File: src/rtl/cache_arbiter.sv
// Two-port round-robin arbiter in front of a single-ported cache: IDLE -> ISSUE -> CAPTURE.
// Optional hit/miss statistics counters are built when CACHE_ARB_STATS_EN is defined.
module cache_arbiter #(
    parameter int unsigned ADDR_W = 32,
    parameter int unsigned DATA_W = 32,
    parameter int unsigned CNT_W  = 16
) (
    input  logic              clk,
    input  logic              rst_n,
    input  logic [1:0]        req,
    input  logic [1:0]        we,
    input  logic [ADDR_W-1:0] addr0,
    input  logic [ADDR_W-1:0] addr1,
    input  logic [DATA_W-1:0] wdata0,
    input  logic [DATA_W-1:0] wdata1,
    output logic [1:0]        gnt,
    output logic [1:0]        rvalid,
    output logic [DATA_W-1:0] rdata,
    output logic              rhit,
    output logic              c_read_en,
    output logic              c_write_en,
    output logic [ADDR_W-1:0] c_address,
    output logic [DATA_W-1:0] c_write_data,
    input  logic [DATA_W-1:0] c_read_data,
    input  logic              c_hit,
    output logic [CNT_W-1:0]  hit_count,
    output logic [CNT_W-1:0]  miss_count
);

    localparam logic [1:0] StIdle    = 2'd0;
    localparam logic [1:0] StIssue   = 2'd1;
    localparam logic [1:0] StCapture = 2'd2;

    logic [1:0]        state_q, state_d;
    logic              prio_q, prio_d;   // 1: port 1 wins a tie
    logic              sel_q, sel_d;
    logic              we_q, we_d;
    logic [1:0]        gnt_q, gnt_d;
    logic [1:0]        rvalid_q, rvalid_d;
    logic [DATA_W-1:0] rdata_q, rdata_d;
    logic              rhit_q, rhit_d;
    logic              c_read_en_q, c_read_en_d;
    logic              c_write_en_q, c_write_en_d;
    logic [ADDR_W-1:0] c_address_q, c_address_d;
    logic [DATA_W-1:0] c_write_data_q, c_write_data_d;
    logic              pick;

    always_comb begin
        state_d        = state_q;
        prio_d         = prio_q;
        sel_d          = sel_q;
        we_d           = we_q;
        gnt_d          = 2'b00;
        rvalid_d       = 2'b00;
        rdata_d        = rdata_q;
        rhit_d         = rhit_q;
        c_read_en_d    = 1'b0;
        c_write_en_d   = 1'b0;
        c_address_d    = c_address_q;
        c_write_data_d = c_write_data_q;
        pick           = req[1] & (~req[0] | prio_q);
        case (state_q)
            StIdle: begin
                if (|req) begin
                    sel_d          = pick;
                    prio_d         = ~pick;
                    we_d           = we[pick];
                    gnt_d          = pick ? 2'b10 : 2'b01;
                    c_read_en_d    = ~we[pick];
                    c_write_en_d   = we[pick];
                    c_address_d    = pick ? addr1 : addr0;
                    c_write_data_d = pick ? wdata1 : wdata0;
                    state_d        = StIssue;
                end
            end
            StIssue: begin
                state_d = StCapture;
            end
            StCapture: begin
                rvalid_d = sel_q ? 2'b10 : 2'b01;
                rhit_d   = c_hit;
                rdata_d  = we_q ? '0 : c_read_data;
                state_d  = StIdle;
            end
            default: begin
                state_d = StIdle;
            end
        endcase
    end

    always_ff @(posedge clk) begin
        if (!rst_n) begin
            state_q        <= StIdle;
            prio_q         <= 1'b0;
            sel_q          <= 1'b0;
            we_q           <= 1'b0;
            gnt_q          <= 2'b00;
            rvalid_q       <= 2'b00;
            rdata_q        <= '0;
            rhit_q         <= 1'b0;
            c_read_en_q    <= 1'b0;
            c_write_en_q   <= 1'b0;
            c_address_q    <= '0;
            c_write_data_q <= '0;
        end else begin
            state_q        <= state_d;
            prio_q         <= prio_d;
            sel_q          <= sel_d;
            we_q           <= we_d;
            gnt_q          <= gnt_d;
            rvalid_q       <= rvalid_d;
            rdata_q        <= rdata_d;
            rhit_q         <= rhit_d;
            c_read_en_q    <= c_read_en_d;
            c_write_en_q   <= c_write_en_d;
            c_address_q    <= c_address_d;
            c_write_data_q <= c_write_data_d;
        end
    end

    assign gnt          = gnt_q;
    assign rvalid       = rvalid_q;
    assign rdata        = rdata_q;
    assign rhit         = rhit_q;
    assign c_read_en    = c_read_en_q;
    assign c_write_en   = c_write_en_q;
    assign c_address    = c_address_q;
    assign c_write_data = c_write_data_q;

`ifdef CACHE_ARB_STATS_EN
    localparam logic [CNT_W-1:0] CntOne = {{(CNT_W-1){1'b0}}, 1'b1};

    logic [CNT_W-1:0] hit_cnt_q, hit_cnt_d;
    logic [CNT_W-1:0] miss_cnt_q, miss_cnt_d;

    // Counted from the registered completion pulse, so they trail rvalid by one cycle.
    always_comb begin
        hit_cnt_d  = hit_cnt_q;
        miss_cnt_d = miss_cnt_q;
        if (|rvalid_q) begin
            if (rhit_q) begin
                if (hit_cnt_q != '1) hit_cnt_d = hit_cnt_q + CntOne;
            end else begin
                if (miss_cnt_q != '1) miss_cnt_d = miss_cnt_q + CntOne;
            end
        end
    end

    always_ff @(posedge clk) begin
        if (!rst_n) begin
            hit_cnt_q  <= '0;
            miss_cnt_q <= '0;
        end else begin
            hit_cnt_q  <= hit_cnt_d;
            miss_cnt_q <= miss_cnt_d;
        end
    end

    assign hit_count  = hit_cnt_q;
    assign miss_count = miss_cnt_q;
`else
    assign hit_count  = '0;
    assign miss_count = '0;
`endif

endmodule

File: config.mk
export PLATFORM = sky130hd
export DESIGN_NAME = cache_arbiter
export DESIGN_NICKNAME = d
export VERILOG_FILES = /design/src/rtl/cache_arbiter.sv
export SDC_FILE = /design/constraint.sdc
export NUM_CORES = 1
export LEC_CHECK = 0
export CAP_MARGIN = 20
export CORE_AREA = 3 3 115 117
export CTS_CLUSTER_SIZE = 14
export DETAILED_ROUTE_END_ITERATION = 10
export DIE_AREA = 0 0 118 120
export DONT_BUFFER_PORTS = 1
export REMOVE_ABC_BUFFERS = 1
export SKIP_CTS_REPAIR_TIMING = 1
export SYNTH_ARGS = -nofsm -noshare
export SYNTH_HDL_FRONTEND = slang
export SYNTH_SLANG_ARGS = --single-unit
export TNS_END_PERCENT = 30
File: constraint.sdc
create_clock -name clk -period 3 [get_ports clk]
set_input_delay 0.9 -clock clk [delete_from_list [all_inputs] [get_ports clk]]
set_output_delay 0.9 -clock clk [all_outputs]
set_load 0.01 [all_outputs]
==> Yosys cells after proc, flatten, opt, wreduce, memory -nomap -nowiden <==
Cells that the tools add are included.
W data, S select, Z words.
{ "totals": {"register_bits": 108, "inputBits": 167} }
{ "classes": {"n_lt_le_gt_ge": 1, "n_eq_ne": 3, "mux": 9, "bitwise": 5, "reduce_logical": 5} }
{ "ops": {"columns": ["op", "n"], "rows": [
  ["$mux W32", 3],
  ["$mux W2", 3],
  ["$pmux W2 S2", 1],
  ["$reduce_and A2 Y1", 2],
  ["$not A1 Y1", 3],
  ["$reduce_and A3 Y1", 1],
  ["$eq A2 B1 Y1 const B", 1],
  ["$eq A2 B2 Y1 const B", 1],
  ["$logic_not A2 Y1", 1],
  ["$lt A1 B2 Y1 const B", 1],
  ["$mux W1", 2],
  ["$ne A2 B2 Y1 const B", 1],
  ["$reduce_or A2 Y1", 1],
  ["$and A1 B1 Y1", 1],
  ["$or A1 B1 Y1", 1]
]} }

==> Logic depth before layout (Yosys ltp) <==
Gate-level depths: netlist of the first run.
{ "logic_depth": {"ltp_word": 6, "depth_mapped": 5, "mapped_depth_nobuf": 3} }

==> Least setup slack after synthesis of the first run <==
Ideal clock, no wire load.
{ "synth_timing": {"path_kind": "input port to flip-flop", "start": "in rst_n", "end": "reg c_address_q[0], in the netlist c_address[0]", "arrival_time_ps": 1760, "setup_slack_ps": 1107, "path_stages": 5, "path_buffers": 3, "path_cell_list": "clkbuf_1 > inv_1 > clkbuf_1 > clkbuf_1 > a31oi_1"} }
{ "synth_rtl": {"columns": ["element", "line_no", "text"], "rows": [
  ["start: declaration", "9", "input logic rst_n,"],
  ["end signal: assignment", "116", "c_address_q <= c_address_d;"],
  ["end: declaration", "44", "logic [ADDR_W-1:0] c_address_q, c_address_d;"]
]} }
No word-level cell between the ends.

==> Worst setup path after layout of the first run <==
{ "layout_timing": {"start": "in req[1]", "end": "reg c_write_data_q[2], in the netlist c_write_data[2]"} }
{ "layout_between": {"elab_chain_cells": 2, "elab_cells_between_ends": 4} }
{ "layout_lines": {"columns": ["element", "line_no", "text"], "rows": [
  ["start: declaration", "10", "input logic [1:0] req,"],
  ["$and A1 B1 Y1 or $reduce_or A2 Y1 (tied branches)", "61, 64", null],
  ["$mux W32 or $reduce_and A2 Y1 (tied branches)", null, null],
  ["end signal: assignment", "117", "c_write_data_q <= c_write_data_d;"],
  ["end: declaration", "45", "logic [DATA_W-1:0] c_write_data_q, c_write_data_d;"]
]} }
Several ways; a longest one is shown, not always the timed one.
A chain may end at the register's enable or synchronous reset.

==> results of run 1 <==
-- cells by family after synthesis --
logic type | Yosys count | share of synthesized area (%)
AOI/OAI and AO/OA | 168 | 24.7
buffers and inverters | 94 | 10.9
DFF | 108 | 47.7
muxes | 1 | 0.221
other | 1 | 0.0827
and+or+nand+nor | 137 | 16.4
-- cell type report --
cell class | instances | area (um^2) | area share (%)
tap | 172 | 215 | 4.51
clock inverter | 4 | 25.0 | 0.524
multi-input combinational | 338 | 2010 | 42.1
inverter | 2 | 7.51 | 0.157
antenna | 1 | 2.50 | 0.0524
timing repair buffer | 8 | 105 | 2.20
clock buffer | 12 | 246 | 5.16
sequential | 108 | 2160 | 45.3
-- power breakdown --
part / total (uW) / internal, uW / switching [uW] / leakage, uW
sequential: 1670 / 1540 / 127 / 0.000885
combinational: 377 / 132 / 245 / 0.000636
clock: 1090 / 584 / 509 / 0.000129
total: 3140 / 2260 / 882 / 0.00165
-- metal layers --
metal / global-route usage, % / vias up / share of wire (%)
li1: - / 1785 / -
met1: 20.4 / 1820 / 37
met2: 30.8 / 258 / 50
met3: 7.21 / 18 / 11
met4: 7.99 / 0 / 1.9
met5: 0 / - / 0
-- worst paths after layout --
check                     startpoint                      endpoint  slack (ns)  depth (start not counted)
max                           req[1]  c_write_data[2]$_SDFFE_PN0P_        1.09                          3
min               sel_q$_SDFFE_PN0P_          rvalid[0]$_SDFF_PN0_        0.41                          1
max reg2reg  state_q[0]$_SDFFE_PN0P_  c_write_data[2]$_SDFFE_PN0P_        1.27                          3
min reg2reg       sel_q$_SDFFE_PN0P_          rvalid[0]$_SDFF_PN0_        0.41                          1
-- layout by cell type (no fill, tap or decap), types with 2 or more instances in the layout --
master / Yosys / layout
a21oi_1: 12 / 12
a221o_1: 11 / 11
a22o_1: 32 / 32
a31oi_1: 53 / 53
and3_1: 2 / 2
buf_12: 0 / 2
buf_4: 33 / 5
clkbuf_1: 43 / 2
clkbuf_16: 0 / 9
clkinv_2: 0 / 2
clkinvlp_4: 0 / 2
conb_1: 1 / 32
dfxtp_1: 108 / 108
nand2_1: 13 / 13
nand3_1: 53 / 53
nand4_1: 53 / 53
nor2_1: 7 / 4
nor2_4: 0 / 2
o21ai_0: 53 / 53
-- critical path: cells and delay by family --
kind            cells  cell delay (ns)
compound gates      2             0.73
simple gates        1             0.54
-- flip-flops by register name (all words and copies together), names as in the netlist --
| register | flops |
|---|---|
| c_write_data | 32 |
| c_address | 32 |
| rdata | 32 |
| gnt | 2 |
| sel_q | 1 |
| c_read_en | 1 |
| rvalid | 2 |
| c_write_en | 1 |
| we_q | 1 |
| prio_q | 1 |
| state_q | 2 |
| rhit | 1 |
-- per-stage QoR --
| stage | hold slack [ns] | utilization [%] | setup slack, ns | cells |
|---|---|---|---|---|
| 6_report | 0.415 | 38.3 | 1.09 | 645 |
| 5_1_grt | 0.458 | 38.3 | 1.03 | 645 |
| 4_1_cts | 0.416 | 38.1 | 1.05 | 643 |
| 3_5_place_dp | 0.405 | 35.9 | 0.762 | 627 |
| 3_3_place_gp | 0.405 | 35.9 | 0.792 | 627 |
| 2_1_floorplan | 0.393 | - | -0.321 | 448 |
==> impl_metrics.csv, run 1 <==
group,metric,value,unit
synthesis,async_flop_share,0,%
clocking,cts_sinks,108,
synthesis,synthCells,509,
grt,antenna_found_initial,1,
route,drtPass1Iterations,4,
route,routedWlPerCell,21.2,um
setup_path,critPathMaxFanout,60,
place,placed_cell_area,4470,um^2
sta,worst_pin_slew,0.675,ns
setup_path,crit_path_end_kind,"flip-flop",
synthesis,yosys_warnings,0,
setup_path,path_class,"in2reg",
route,dr.first_iter.drc_count,186,
sta,finalSetupViolCount,0,
layout,fill_cells,1261,
grt,grt-ovfl-total,0,
clocking,cts.root.buffer_cell,"clkbuf_16",
setup_path,cp.arrival,2.20,ns
grt,grt_usage,18.2,%
synthesis,syn-cell-area,4530,um^2
synthesis,yosys.cell_count.top_type,"dfxtp_1",
route,drc,0,
place,dp_hpwl,9370,um
clocking,path_clk_slew,0.07,ns
route,viasPerCell,6.02,
layout,final_area,4770,um^2
layout,nNetsFinal,634,
sta,hold_viol,0,
setup_path,crit_required,3.28,ns
sta,finalClockSkew,0.00654,ns
pwr,finalPower,3140,uW
synthesis,synth_top_area_share,47.7,%
floorplan,start_util,36.4,%
sta,fmax,523,MHz
pwr,power_density,657,nW/um^2
grt,grt_max_degree,61,
clocking,insertion_delay,0.34,ns
floorplan,die_w,118,um
sta,fin_crit_sh,63.7,%
setup_path,slowest_delay,0.54,ns
hold_path,hold_class,"reg2reg",
clocking,h-tree-depth,3,
floorplan,placementRows,41,
sta,rsz0062_at_grt,"false",
synthesis,seq_area_frac_synth,47.7,%
clocking,cts_buffers,9,
clocking,cts_tree,"done",
outcome,status,"finished clean",
place,io_buffer_count,0,
route,vias,3881,
floorplan,die_h,120,um
sta,slew_headroom,54.9,%
run,drv_cap,0,
synthesis,synth_edf_count,0,
setup_path,path_cells,"a211oi_4 -> and3_1 -> a221o_1",
layout,synthToLayoutAreaGrowth,5.36,%
synthesis,ys_top_cells_by_count,"108 x dfxtp_1, 53 x a31oi_1, 53 x nand3_1, 53 x nand4_1, 53 x o21ai_0",
place,place_congestion,0.767,
synthesis,yosys-top-cells-area,"dfxtp_1 48%, a31oi_1 7.3%, nand4_1 7.3%",
sta,final.min_clock_period,1.91,ns
floorplan,ios,302,
grt,grt_pass1_vias,3766,
route,antenna_left,0,
pwr,ir_drop,0.267,mV
synthesis,synth_largest_area_cell,"dfxtp_1",
sta,setup_tns,0,ns
route,routed_wl,13700,um
pwr,power.leakage,0.00165,uW
synthesis,synth-seq-cells,108,
grt,grt_pass1_wl,20500,um
sta,final-max-slew-violation-count,0,
clocking,cts.path.max_buffers,2,
setup_path,crit_path_start_kind,"input pin",
layout,drive_above_1_share,6.14,%
floorplan,core-area,12500,um^2
setup_path,crit_slowest_cell,"and3_1",
floorplan,dieArea,14200,um^2
synthesis,synthFlopType,"dfxtp_1",
synthesis,avgSynthCellArea,8.90,um^2
synthesis,synth_cell_type_count,33,
Note: power is estimated with default switching activity, not from simulation.
==> inputs of run 2 (changes only) <==
==> constraint.sdc (replaced) <==
create_clock -name clk -period 1.86 [get_ports clk]
set_input_delay 0.558 -clock clk [delete_from_list [all_inputs] [get_ports clk]]
set_output_delay 0.558 -clock clk [all_outputs]
set_load 0.01 [all_outputs]
==> impl_metrics.csv, run 2 (same netlist as run 1, synthesis figures left out) <==
group,metric,value,unit
outcome,status,"finished clean",
setup_path,cp.arrival,1.77,ns
clocking,cts.root.buffer_cell,"clkbuf_16",
setup_path,reg2regPathDepth,3,
place,pre_cts_slack,0.231,ns
sta,finalSetupViolCount,0,
route,routedLengthMet1,4960,um
route,drc,0,
floorplan,die_h,120,um
floorplan,ios,302,
pwr,power.leakage,0.00168,uW
setup_path,crit_path_end_kind,"flip-flop",
grt,grt-ovfl-total,0,
sta,fmax,675,MHz
grt,grt_max_degree,61,
floorplan,core-area,12500,um^2
clocking,insertion_delay,0.34,ns
sta,hold_viol,0,
layout,fill_cells,1258,
floorplan,dieArea,14200,um^2
place,dp_hpwl,9170,um
clocking,cts.path.max_buffers,2,
sta,layout_setup_ws,0.379,ns
sta,rsz0062_at_grt,"false",
clocking,cts_sinks,108,
pwr,power_density,1080,nW/um^2
clocking,cts_buffers,9,
place,place_congestion,0.741,
layout,mostFrequentLayoutCell,"dfxtp_1",
route,drtPass1Iterations,5,
setup_path,r2r_setup_slack,0.38,ns
route,vias,3927,
setup_path,path_class,"reg2reg",
floorplan,die_w,118,um
sta,final-max-slew-violation-count,0,
setup_path,rr_endpoint,"c_address[5]$_SDFFE_PN0P_",
setup_path,startpoint,"state_q[1]$_SDFFE_PN0P_",
grt,antenna_found_initial,0,
route,viasPerCell,6.09,
layout,synthToLayoutAreaGrowth,6.85,%
layout,n_antenna_cell,0,
grt,grt_usage,18.5,%
clocking,path_clk_slew,0.07,ns
route,wl_met3,1600,um
floorplan,start_util,36.4,%
route,routedWlPerCell,21.4,um
route,antenna_left,0,
sta,final.min_clock_period,1.48,ns
hold_path,hold_class,"in2reg",
route,routed_wl,13800,um
sta,fin_crit_sh,79.6,%
setup_path,critPathMaxFanout,12,
floorplan,placementRows,41,
layout,layout_common_cells,"108 x dfxtp_1, 53 x nand3_1, 53 x nand4_1, 53 x o21ai_0, 53 x a31oi_1",
sta,holdWs,0.335,ns
setup_path,crit_path_start_kind,"flip-flop",
layout,nNetsFinal,635,
sta,finalClockSkew,0.00762,ns
pwr,ir_drop,0.540,mV
route,dr.max_layer_used,"met4",
run,drv_cap,0,
clocking,h-tree-depth,3,
grt,grt_pass1_vias,3844,
setup_path,crit_required,2.14,ns
setup_path,r2r_start,"state_q[1]$_SDFFE_PN0P_",
grt,grt_pass1_wl,20900,um
setup_path,crit_end,"c_address[5]$_SDFFE_PN0P_",
layout,drive_above_1_share,6.55,%
route,wl_met2,6980,um
place,io_buffer_count,0,
route,dr.first_iter.drc_count,277,
clocking,cts_tree,"done",
run 2: metrics by stage:
step	util, %	setup TNS, ns	power, uW	std cells	instance area [um^2]
after global placement	36.4	0	3350	629	4540
after floorplan	-	-84.47	3120	448	4160
after global routing	38.8	0	5460	645	4840
after detailed placement	36.4	0	3370	629	4540
after CTS	38.8	0	5310	645	4840
final	38.8	0	5230	645	4840
run 2: worst min path at each step:
stage	depth (start not counted)	to	slack, ns	start
2_1_floorplan	1	rvalid[0]$_SDFF_PN0_	0.39	sel_q$_SDFFE_PN0P_
3_3_place_gp	1	rvalid[0]$_SDFF_PN0_	0.40	sel_q$_SDFFE_PN0P_
3_5_place_dp	1	rvalid[0]$_SDFF_PN0_	0.42	sel_q$_SDFFE_PN0P_
4_1_cts	1	prio_q$_SDFFE_PN0P_	0.31	req[1]
5_1_grt	1	prio_q$_SDFFE_PN0P_	0.32	req[1]
6_report	2	state_q[1]$_SDFFE_PN0P_	0.34	rst_n
run 2: power breakdown:
group	switching, uW	internal (uW)	total (uW)
registers	206	2490	2690
clock network	803	1110	1920
logic	399	227	627
total	1410	3830	5230
run 2: worst max-delay path, cell delays in order, from the launching register on:
cell and delay (ns):
dfxtp_1 0.40, nor2_4 0.28, and4_1 0.52, a221o_1 0.23
run 2: layer usage:
layer	global-route usage, %	up-vias
met4	8.21	0
met1	20.2	1859
met5	0	-
met2	31.9	261
li1	-	1789
met3	7.30	18
run 2: final cells by class:
type	instances	area, um^2	share of cell area [%]
clock buffers	12	256	5.30
clock inverters	4	47.5	0.982
inverters	2	7.51	0.155
multi-input cells	338	2010	41.5
flip-flops and latches	108	2160	44.7
well taps	172	215	4.44
repair buffers	9	143	2.95
==> inputs of run 3 (changes only) <==
==> constraint.sdc (replaced) <==
create_clock -name clk -period 1.25 [get_ports clk]
set_input_delay 0.375 -clock clk [delete_from_list [all_inputs] [get_ports clk]]
set_output_delay 0.375 -clock clk [all_outputs]
set_load 0.01 [all_outputs]
==> impl_metrics.csv, run 3 (same netlist as run 1, synthesis figures left out) <==
group,metric,value,unit
place,place_congestion,0.780,
clocking,insertion_delay,0.34,ns
pwr,power.leakage,0.00185,uW
grt,gr-usage-met3,7.40,%
sta,final.min_clock_period,1.34,ns
route,antenna_left,0,
layout,multiInputGateArea,2030,um^2
clocking,cts.root.buffer_cell,"clkbuf_16",
setup_path,startpoint,"state_q[1]$_SDFFE_PN0P_",
run,drv_cap,0,
route,vias,4100,
route,dr.first_iter.drc_count,389,
setup_path,crit_path_start_kind,"flip-flop",
sta,fmax,746,MHz
sta,hold_viol,0,
route,routed_wl,14700,um
layout,drive_above_1_share,12.7,%
grt,met1_usage,20.6,%
grt,grt_usage,18.7,%
layout,nNetsFinal,658,
grt,grt-ovfl-total,0,
place,dp_hpwl,9550,um
hold_path,holdCritStartpoint,"rst_n",
sta,layout_setup_ws,-0.0902,ns
setup_path,cp.arrival,1.57,ns
floorplan,core-area,12500,um^2
setup_path,critPathMaxFanout,6,
setup_path,path_class,"reg2reg",
layout,layout_common_cells,"105 x dfxtp_1, 53 x nand3_1, 53 x nand4_1, 53 x a31oi_1, 48 x o21ai_0",
hold_path,hold_class,"in2reg",
sta,holdWs,0.152,ns
floorplan,die_w,118,um
grt,antenna_found_initial,0,
floorplan,ios,302,
clocking,cts_tree,"done",
clocking,path_clk_slew,0.07,ns
setup_path,crit_path_end_kind,"flip-flop",
clocking,cts_buffers,9,
place,pre_cts_slack,-0.138,ns
place,io_buffer_count,0,
floorplan,placementRows,41,
route,viasPerCell,6.14,
layout,final_area,5160,um^2
floorplan,die_h,120,um
clocking,cts.path.max_buffers,2,
route,routedWlPerCell,22.1,um
layout,seqCellArea,2170,um^2
sta,fin_crit_sh,107,%
outcome,violations,"setup timing",
floorplan,dieArea,14200,um^2
layout,fill_cells,1198,
sta,finalSetupViolCount,41,
outcome,status,"finished with violations",
grt,grt_max_degree,61,
clocking,h-tree-depth,3,
layout,mostFrequentLayoutCell,"dfxtp_1",
setup_path,r2r_start,"state_q[1]$_SDFFE_PN0P_",
layout,n_antenna_cell,0,
route,drtPass1Iterations,6,
pwr,ir_drop,0.658,mV
layout,synthToLayoutAreaGrowth,13.9,%
sta,finalClockSkew,0.00707,ns
pwr,power_density,1530,nW/um^2
grt,grt-busiest-layer,"met2",
place,placed_cell_area,4700,um^2
sta,rsz0062_at_grt,"true",
setup_path,crit_required,1.48,ns
grt,grt_pass1_wl,21100,um
floorplan,start_util,36.4,%
grt,grt_pass1_vias,3892,
route,drc,0,
sta,setup_tns,-1.09,ns
clocking,cts_sinks,108,
sta,final-max-slew-violation-count,0,
grt,gr-usage-met2,32.2,%
==> run 3: routing by layer <==
layer,vias to the layer above,routed length (um)
met3,19,1770
met2,303,7510
met4,0,287
met1,1946,5180
li1,1832,-
met5,-,0
==> run 3: worst paths after layout <==
check | endpoint | slack [ns] | cells after the start
max | c_write_data[31]$_SDFFE_PN0P_ | -0.09 | 5
min | state_q[1]$_SDFFE_PN0P_ | 0.15 | 2
max reg2reg | c_write_data[31]$_SDFFE_PN0P_ | -0.09 | 5
min reg2reg | rvalid[0]$_SDFF_PN0_ | 0.42 | 1
==> run 3: where the power goes <==
part	leakage (uW)	internal, uW	switching, uW
Combinational	0.000817	529	685
Clock	0.000142	1460	1230
Sequential	0.000887	3700	305
==> run 3: layout make-up <==
class	count	share of cell area (%)
Sequential cell	108	42.1
Multi-Input combinational cell	338	39.3
Timing Repair Buffer	32	8.73
Clock buffer	11	4.90
Tap cell	172	4.17
Clock inverter	5	0.679
Inverter	2	0.145
==> run 3: through the flow <==
stage	power, uW	util (%)	std cells
detailed placement	5100	37.7	645
finish	7920	41.4	668
floorplan	4640	-	448
global placement	5070	37.7	645
CTS	7840	40.0	661
global route	8300	41.4	668
==> run 3: critical path, stage by stage (launching register included) <==
cell and delay (ns):
dfxtp_4 0.40, a211oi_4 0.06, buf_4 0.14, and3_4 0.16, buf_4 0.14, a221o_1 0.33
